===== config.mk =====
export PLATFORM = sky130hd
export DESIGN_NAME = keccak_f200_sponge
export DESIGN_NICKNAME = d
export VERILOG_FILES = /design/src/rtl/keccak_f200_sponge.sv
export SDC_FILE = /design/constraint.sdc
export NUM_CORES = 1
export LEC_CHECK = 0
export ABC_AREA = 1
export ABC_CLOCK_PERIOD_IN_PS = 2600
export CAP_MARGIN = 30
export CORE_UTILIZATION = 63
export CTS_CLUSTER_DIAMETER = 60
export DETAILED_ROUTE_END_ITERATION = 6
export PLACE_DENSITY = 0.93
export SYNTH_ARGS = -nofsm -noshare
export SYNTH_HDL_FRONTEND = slang
export SYNTH_SLANG_ARGS = --single-unit

===== constraint.sdc =====
create_clock -name clk -period 2.6 [get_ports clk]
set_clock_uncertainty 0.1 [all_clocks]
set_input_delay 0.52 -clock clk [delete_from_list [all_inputs] [get_ports clk]]
set_output_delay 0.52 -clock clk [all_outputs]
set_load 0.1 [all_outputs]

===== src/rtl/keccak_f200_sponge.sv =====
// Sequential Keccak-f[200] sponge: absorbs RATE-bit blocks into the rate, runs one
// round_200 per clock for 18 rounds, then presents the rate as output.

module round_200 (
  input  logic [199:0] i_state,
  input  logic [7:0]   i_rc,
  output logic [199:0] o_state
);
  // Rho offsets reduced mod 8, indexed by lane x+5*y
  localparam int RHO [25] = '{0, 1, 6, 4, 3,
                              4, 4, 6, 7, 4,
                              3, 2, 3, 1, 7,
                              1, 5, 7, 5, 0,
                              2, 2, 5, 0, 6};

  function automatic logic [7:0] rol8(input logic [7:0] v, input int n);
    rol8 = (v << n) | (v >> (8 - n));
  endfunction

  // Lane i lives in i_state[199-8*i -: 8]; lane bit z is bit z of that byte.
  function automatic logic [199:0] round_fn(input logic [199:0] s, input logic [7:0] rc);
    logic [7:0] a [25];
    logic [7:0] b [25];
    logic [7:0] c [5];
    logic [7:0] d [5];
    for (int i = 0; i < 25; i++) a[i] = s[199-8*i -: 8];
    for (int x = 0; x < 5; x++) c[x] = a[x] ^ a[x+5] ^ a[x+10] ^ a[x+15] ^ a[x+20];
    for (int x = 0; x < 5; x++) d[x] = c[(x+4)%5] ^ rol8(c[(x+1)%5], 1);
    for (int i = 0; i < 25; i++) a[i] = a[i] ^ d[i%5];
    for (int x = 0; x < 5; x++)
      for (int y = 0; y < 5; y++)
        b[y + 5*((2*x + 3*y) % 5)] = rol8(a[x + 5*y], RHO[x + 5*y]);
    for (int x = 0; x < 5; x++)
      for (int y = 0; y < 5; y++)
        a[x + 5*y] = b[x + 5*y] ^ (~b[(x+1)%5 + 5*y] & b[(x+2)%5 + 5*y]);
    a[0] = a[0] ^ rc;
    round_fn = '0;
    for (int i = 0; i < 25; i++) round_fn[199-8*i -: 8] = a[i];
  endfunction

  assign o_state = round_fn(i_state, i_rc);
endmodule

module keccak_f200_sponge #(
  parameter int RATE    = 40,
  parameter int NROUNDS = 18
) (
  input  logic            clk,
  input  logic            rst_n,
  input  logic            clear,
  input  logic            cmd_valid,
  output logic            cmd_ready,
  input  logic            cmd_absorb,
  input  logic [RATE-1:0] cmd_data,
  output logic            out_valid,
  input  logic            out_ready,
  output logic [RATE-1:0] out_data,
  output logic            busy,
  output logic [1:0]      dbg_state
);
  // Handshakes: a transfer happens on a rising edge where valid and ready are both
  // high; the source holds valid and payload stable until then, and ready never
  // depends on valid (cmd_ready only in IDLE, out_ready consumed only in OUT).
  typedef enum logic [1:0] {ST_IDLE = 2'd0, ST_PERM = 2'd1, ST_OUT = 2'd2} fsm_t;

  fsm_t         r_fsm, w_fsm_nxt;
  logic [199:0] r_state, w_state_nxt, w_round_out;
  logic [4:0]   r_rcnt, w_rcnt_nxt;
  logic [7:0]   w_rc;

  function automatic logic [7:0] rc_lut(input logic [4:0] n);
    case (n)
      5'd0:    rc_lut = 8'h01;
      5'd1:    rc_lut = 8'h82;
      5'd2:    rc_lut = 8'h8A;
      5'd3:    rc_lut = 8'h00;
      5'd4:    rc_lut = 8'h8B;
      5'd5:    rc_lut = 8'h01;
      5'd6:    rc_lut = 8'h81;
      5'd7:    rc_lut = 8'h09;
      5'd8:    rc_lut = 8'h8A;
      5'd9:    rc_lut = 8'h88;
      5'd10:   rc_lut = 8'h09;
      5'd11:   rc_lut = 8'h0A;
      5'd12:   rc_lut = 8'h8B;
      5'd13:   rc_lut = 8'h8B;
      5'd14:   rc_lut = 8'h89;
      5'd15:   rc_lut = 8'h03;
      5'd16:   rc_lut = 8'h02;
      5'd17:   rc_lut = 8'h80;
      default: rc_lut = 8'h00;
    endcase
  endfunction

  assign w_rc = rc_lut(r_rcnt);

  round_200 u_round (
    .i_state (r_state),
    .i_rc    (w_rc),
    .o_state (w_round_out)
  );

  always_comb begin
    w_fsm_nxt   = r_fsm;
    w_state_nxt = r_state;
    w_rcnt_nxt  = r_rcnt;
    case (r_fsm)
      ST_IDLE: begin
        if (cmd_valid) begin
          if (cmd_absorb) w_state_nxt[199 -: RATE] = r_state[199 -: RATE] ^ cmd_data;
          w_rcnt_nxt = 5'd0;
          w_fsm_nxt  = ST_PERM;
        end
      end
      ST_PERM: begin
        w_state_nxt = w_round_out;
        if (r_rcnt == 5'(NROUNDS - 1)) begin
          w_rcnt_nxt = 5'd0;
          w_fsm_nxt  = ST_OUT;
        end else begin
          w_rcnt_nxt = r_rcnt + 5'd1;
        end
      end
      ST_OUT: begin
        if (out_ready) w_fsm_nxt = ST_IDLE;
      end
      default: w_fsm_nxt = ST_IDLE;
    endcase
    // Wipe wins over everything, including a command presented in the same cycle
    if (clear) begin
      w_state_nxt = '0;
      w_rcnt_nxt  = 5'd0;
      w_fsm_nxt   = ST_IDLE;
    end
  end

  always_ff @(posedge clk or negedge rst_n) begin
    if (!rst_n) begin
      r_fsm   <= ST_IDLE;
      r_state <= '0;
      r_rcnt  <= 5'd0;
    end else begin
      r_fsm   <= w_fsm_nxt;
      r_state <= w_state_nxt;
      r_rcnt  <= w_rcnt_nxt;
    end
  end

  assign cmd_ready = (r_fsm == ST_IDLE);
  assign busy      = (r_fsm == ST_PERM);
  assign out_valid = (r_fsm == ST_OUT);
  assign out_data  = r_state[199 -: RATE];
  assign dbg_state = r_fsm;
endmodule


==> reports/results.txt, run 1 <==
DP Cell Count - 3571
Placer Congestion - 1.17
violated checks - design-rule violations, negative setup slack
Hold WS - 0.235 ns
CP Data Arrival Time - 3.04 ns
Die ar. - 31900 um^2
CTS tree - done
Initial Util - 64.2%
io pins - 91
antenna viol nets, final - 0
Hold Violations, Final - 0
first-pass GRT wire length - 125000 um
HP Class - primary input to register
share of cells above drive strength 1 - 14.3%
Setup crit start kind - register
DR pass1 iterations - 7
period utilization - 103%
Worst Setup End Kind - register
Synth Area in Compound Gates - 5.49%
crit-path cells - xnor2_2 -> inv_1 -> nand3_1 -> nand2_1 -> inv_2 -> nand2_1 -> nand2_4 -> nand2_1 -> nand2_2 -> nand2_1 -> nand3_1 -> nand2_1 -> nand2_1
Worst-Skew Late Latency - 0.59 ns
Crit Path Category - register to register
Die Ht - 179 um
DP Area - 21500 um^2
Synth area leaders - dfrtp_1 26%, nand2_1 25%, nand3_1 13%
Synth Register Bits - 207
Routed WL per cell - 24.0 um
top cell type's share of synthesized area - 26.3%
CP max FO - 9
post-synthesis simple-gate area fraction - 41.1%
mux contribution to synthesized area - 0%
largest net degree at the start of global routing - 158
CP dominant cell by count - nand2_1
CTS buffer count - 30
crit path buf inv count - 2
Residual DRC - 8
post-synth top area cell - dfrtp_1
Max Buffers Root-to-Sink - 3
buffers added on ports - 90
Placeable Area - 30700 um^2
YS warnings - 0
total congestion overflow - 0
Final setup viols - 5
Netlist cell types - 35
max cap viols - 0
Layout Cells excl Fill - 3634
vias per cell - 6.27
Synth Area in Adders - 0.318%
CP peak stage delay - 0.72 ns
Die Width - 179 um
xor/xnor cell area share of the yosys netlist - 18.3%
Fmax - 375 MHz
drt total wl - 87400 um
initial antenna violation count - 3
combinational family with the most area after synthesis - simple AND/OR/NAND/NOR gates
H-tree lvl count - 1
area grow syn2layout - 17.5%
Avg Cell Area, Syn - 6.39 um^2
Tot GR Track Use - 54.2%
Seq/Total Area, Yosys - 26.3%
Cell Area, Synth - 19700 um^2
initial DRC count - 3765
Inserted Diodes - 0
RSZ-0062 raised after global routing - true
crit path time final - 2.67 ns
Critical Path RT - 2.97 ns
family with the most delay on the worst path - simple AND/OR/NAND/NOR gates
Max stage delay cell, worst path - dfrtp_1
fin area - 23100 um^2
Post-DP HPWL - 67900 um
status - finished, violations left
Post-Syn Nets - 3133
via count - 22775
Max transition margin - 32.7%
Worst Tran Pin Value - 1.00 ns
final worst slack - -0.0701 ns
Syn Inst Count - 3082
Num Clock Sinks - 207
Root Driver - clkbuf_16
CTS clk-pin slew, worst paths - 0.06 ns
Cell Rows - 64
vias in the first global route - 20571
Slew Viols, Final - 0
nets@finish - 3267
tightest hold or removal path, cell delays in order:
cell and delay, ns:
buf_2 0.15, a211oi_1 0.08, nand2_1 0.07, nand2_1 0.05
state kept, by name, summed over array words and instances, names as in the netlist:
register	cells
dbg_state	2
r_rcnt	5
r_state	200
area by class of cell:
cell class | instances | area [um^2]
sequential | 207 | 5200
inverter | 233 | 878
fill | 2408 | 7540
timing repair buffer | 249 | 2130
clock inverter | 19 | 277
multi-input combinational | 2495 | 13300
tap | 396 | 495
clock buffer | 35 | 831
kinds of logic after synthesis:
family,after synthesis
fa+ha+maj,5
xor+xnor,384
simple gates,1914
compound gates,192
flops,207
buf+inv,380
synth_stat cells:
cell type,number
clkbuf_1,35
nor2_1,18
o21ai_2,2
a211oi_1,41
xnor2_2,2
inv_1,203
nor2_2,2
or2_1,1
xor2_1,263
buf_4,40
nand2_1,1335
a21oi_1,23
inv_2,30
xnor2_1,88
nor3b_1,2
clkbuf_2,10
o21bai_1,1
nand3_2,2
dfrtp_1,207
nand4_1,1
o22ai_1,1
nor3_1,3
nand2_2,27
o211ai_1,1
buf_1,8
a31oi_1,1
o31ai_1,1
nand3_1,498
buf_2,54
nand3b_1,2
nand2_4,23
o21ai_1,20
ha_1,5
xor2_2,31
o21ai_0,101
cell usage in the layout (no fill, tap or decap), types with 41 or more instances in the layout:
cell type        count
xnor2_1             83
nand3_1            495
inv_1              198
buf_4              190
xor2_2              49
xor2_1             238
a211oi_1            41
nand2_1           1311
clkdlybuf4s50_1     43
o21ai_0            100
nand2_2             43
dfrtp_1            188
metal layers:
layer / up-vias / GRT usage, % / share of wire [%]
li1: 9940 / - / -
met1: 10362 / 65.1 / 33
met2: 1880 / 76.3 / 40
met3: 589 / 18.9 / 16
met4: 4 / 48.4 / 12
met5: - / 0 / 0.027
final timing paths:
path / from / to / slack (ns) / depth (start not counted)
max: r_state[193]$_DFFE_PN0P_ / r_state[189]$_DFFE_PN0P_ / -0.07 / 13
min: clear / r_state[171]$_DFFE_PN0P_ / 0.23 / 4
max reg2reg: r_state[193]$_DFFE_PN0P_ / r_state[189]$_DFFE_PN0P_ / -0.07 / 13
min reg2reg: r_state[62]$_DFFE_PN0P_ / r_state[62]$_DFFE_PN0P_ / 0.43 / 2
max in group asynchronous: rst_n / r_state[181]$_DFFE_PN0P_ / 1.13 / 3
min in group asynchronous: rst_n / r_state[41]$_DFFE_PN0P_ / 0.40 / 2
repair_timing:
item / in CTS / in global routing
endpoints found under the setup margin: 9 / 133
cloned: 0 / 0
gates resized for setup: 5 / 91
hold buffers: 1 / 0
pin swaps: 0 / 7
buffers inserted: 0 / 7
hold endpoints to repair: 58 / 0
stage by stage:
step | TNS [ns] | utilization [%] | setup slack (ns)
after floorplan | 0 | - | 0.0318
after global placement | -0.0637 | 70.0 | -0.0637
after detailed placement | -0.105 | 70.0 | -0.0961
after CTS | 0 | 73.8 | 0.00900
after global routing | -0.575 | 75.4 | -0.0614
final | -0.124 | 75.4 | -0.0701
Power of run 1 is left out: the tool's default activity adds up to more than one toggle a clock period on the data nets, which glitch-free logic cannot reach.
==> run 2, diff against run 1 <==
--- a/config.mk
+++ b/config.mk
@@ -9,8 +9,9 @@
 export ABC_CLOCK_PERIOD_IN_PS = 2600
 export CAP_MARGIN = 30
 export CORE_UTILIZATION = 63
-export CTS_CLUSTER_DIAMETER = 60
+export CTS_CLUSTER_DIAMETER = 200
 export DETAILED_ROUTE_END_ITERATION = 6
+export HOLD_SLACK_MARGIN = 0.03
 export PLACE_DENSITY = 0.93
 export SYNTH_ARGS = -nofsm -noshare
 export SYNTH_HDL_FRONTEND = slang
==> run 2 against run 1 <==
The run still ends with design-rule violations, negative setup slack left. Fmax is 1.1% higher. Worst setup slack better by 0.029 ns. Sequential share of layout area up 0.18 points. Routed wire length is 0.16% lower. Largest cell class unchanged.
==> reports/results.txt, run 2 (same netlist as run 1, synthesis figures left out) <==
status - finished, violations left
violated checks - design-rule violations, negative setup slack
Placeable Area - 30700 um^2 (unchanged)
vias in the first global route - 20519 (-0.25%)
Worst-Skew Late Latency - 0.58 ns (about the same)
Layout Cells excl Fill - 3631 (-0.083%)
CTS buffer count - 26 (-13%)
area grow syn2layout - 16.6%
period utilization - 102% (-1.1 points)
Die ar. - 31900 um^2 (unchanged)
CTS tree - done
Initial Util - 64.2% (unchanged)
H-tree lvl count - 1 (unchanged)
CTS clk-pin slew, worst paths - 0.07 ns (about the same)
Cell Rows - 64 (unchanged)
Tot GR Track Use - 54.3% (about the same)
nets@finish - 3264 (-0.092%)
CP dominant cell by count - nand2_1
Residual DRC - 5 (-3)
CP max FO - 9 (unchanged)
via count - 22829 (+0.24%)
Worst Setup End Kind - register
Num Clock Sinks - 207 (unchanged)
leading cell type in the layout, fill and taps excluded - nand2_1
CP peak stage delay - 0.49 ns (-0.23 ns)
Root Driver - clkbuf_16
Max Buffers Root-to-Sink - 3 (unchanged)
Die Ht - 179 um (unchanged)
Hold Violations, Final - 0 (unchanged)
initial DRC count - 3458 (-8.2%)
Final setup viols - 4 (-1)
Die Width - 179 um (unchanged)
first-pass GRT wire length - 125000 um (about the same)
Worst Tran Pin Value - 0.838 ns (-0.165 ns)
max cap viols - 0 (unchanged)
RSZ-0062 raised after global routing - true
antenna viol nets, final - 0 (unchanged)
share of cells above drive strength 1 - 13.9% (-0.32 points)
HP Class - primary input to register
total congestion overflow - 0 (unchanged)
Setup crit start kind - register
crit-path cells - inv_1 -> nand2_1 -> nand2_1 -> nand2_1 -> nand2_1 -> nand2_1 -> nand2_2 -> inv_1 -> nand2_1 -> nand2_4 -> xor2_1 -> nand3_1 -> nand3_1 -> nand2_1
DP Cell Count - 3571 (unchanged)
most frequent cells in the layout - 1312 x nand2_1, 495 x nand3_1, 238 x xor2_1
max FFs per register - 200 (unchanged)
vias per cell - 6.29 (+0.32%)
setup TNS - -0.0741 ns (+0.0503 ns)
final worst slack - -0.0410 ns (+0.0291 ns)
Crit Path Category - register to register
Routed WL per cell - 24.0 um (about the same)
fin util - 74.8% (-0.61 points)
Placer Congestion - 1.17 (unchanged)
largest net degree at the start of global routing - 158 (unchanged)
io pins - 91 (unchanged)
Reg with most FFs - r_state
crit path time final - 2.64 ns (-0.0291 ns)
FF-to-FF setup slack - -0.04 ns (+0.03 ns)
Fmax - 379 MHz (+1.1%)
Slew Viols, Final - 0 (unchanged)
Critical Path RT - 2.94 ns (-0.03 ns)
Post-DP HPWL - 67900 um (unchanged)
CP Data Arrival Time - 2.98 ns (-0.06 ns)
DR pass1 iterations - 7 (unchanged)
Max stage delay cell, worst path - xor2_1
drt total wl - 87200 um (-0.16%)
initial antenna violation count - 3 (unchanged)
Max transition margin - 44.1% (+11 points)
buffers added on ports - 90 (unchanged)
run 2: stage by stage:
step           worst slack [ns]  hold WS, ns  instance area [um^2]
6_report                -0.0410        0.219                 22900
5_1_grt                 -0.0607        0.247                 22900
4_1_cts                 0.00640        0.225                 22400
3_5_place_dp            -0.0961        0.413                 21500
3_3_place_gp            -0.0637        0.390                 21500
2_1_floorplan            0.0318        0.124                 19700
run 2: what timing repair did:
item,in CTS,in global routing
hold buffers,1,0
resized for setup,5,89
endpoints found under the hold margin,58,0
setup buffers,0,7
setup endpoints to repair,10,142
pin swaps,0,4
run 2: cell type report:
class | count | area, um^2
Antenna cell | 2 | 5.00
Timing Repair Buffer | 250 | 2140
Multi-Input combinational cell | 2495 | 13300
Fill cell | 2450 | 7730
Sequential cell | 207 | 5200
Inverter | 233 | 877
Clock buffer | 34 | 721
Tap cell | 396 | 495
Clock inverter | 14 | 200
run 2: critical path: cells and delay by family (launching register included):
kind	cells	cell delay [ns]
XOR/XNOR	1	0.49
buffers and inverters	2	0.28
flip-flops	1	0.48
AND/OR/NAND/NOR	11	1.16
run 2: path summary, 6_finish.rpt:
path	depth (start not counted)	end	startpoint
max	14	r_state[64]$_DFFE_PN0P_	r_state[118]$_DFFE_PN0P_
max reg2reg	14	r_state[64]$_DFFE_PN0P_	r_state[118]$_DFFE_PN0P_
min reg2reg	2	r_state[62]$_DFFE_PN0P_	r_state[62]$_DFFE_PN0P_
max in group asynchronous	3	r_state[181]$_DFFE_PN0P_	rst_n
min	4	r_state[171]$_DFFE_PN0P_	clear
min in group asynchronous	2	r_state[41]$_DFFE_PN0P_	rst_n
run 2: per-layer routing:
| metal | vias to the layer above | GRT usage, % | routed length [um] |
|---|---|---|---|
| met3 | 590 | 22.1 | 14000 |
| met1 | 10405 | 63.5 | 28800 |
| met4 | 6 | 45.7 | 9730 |
| met2 | 1916 | 77.1 | 34600 |
| met5 | - | 0 | 112 |
| li1 | 9912 | - | - |
Power of run 2 is left out for the same reason.
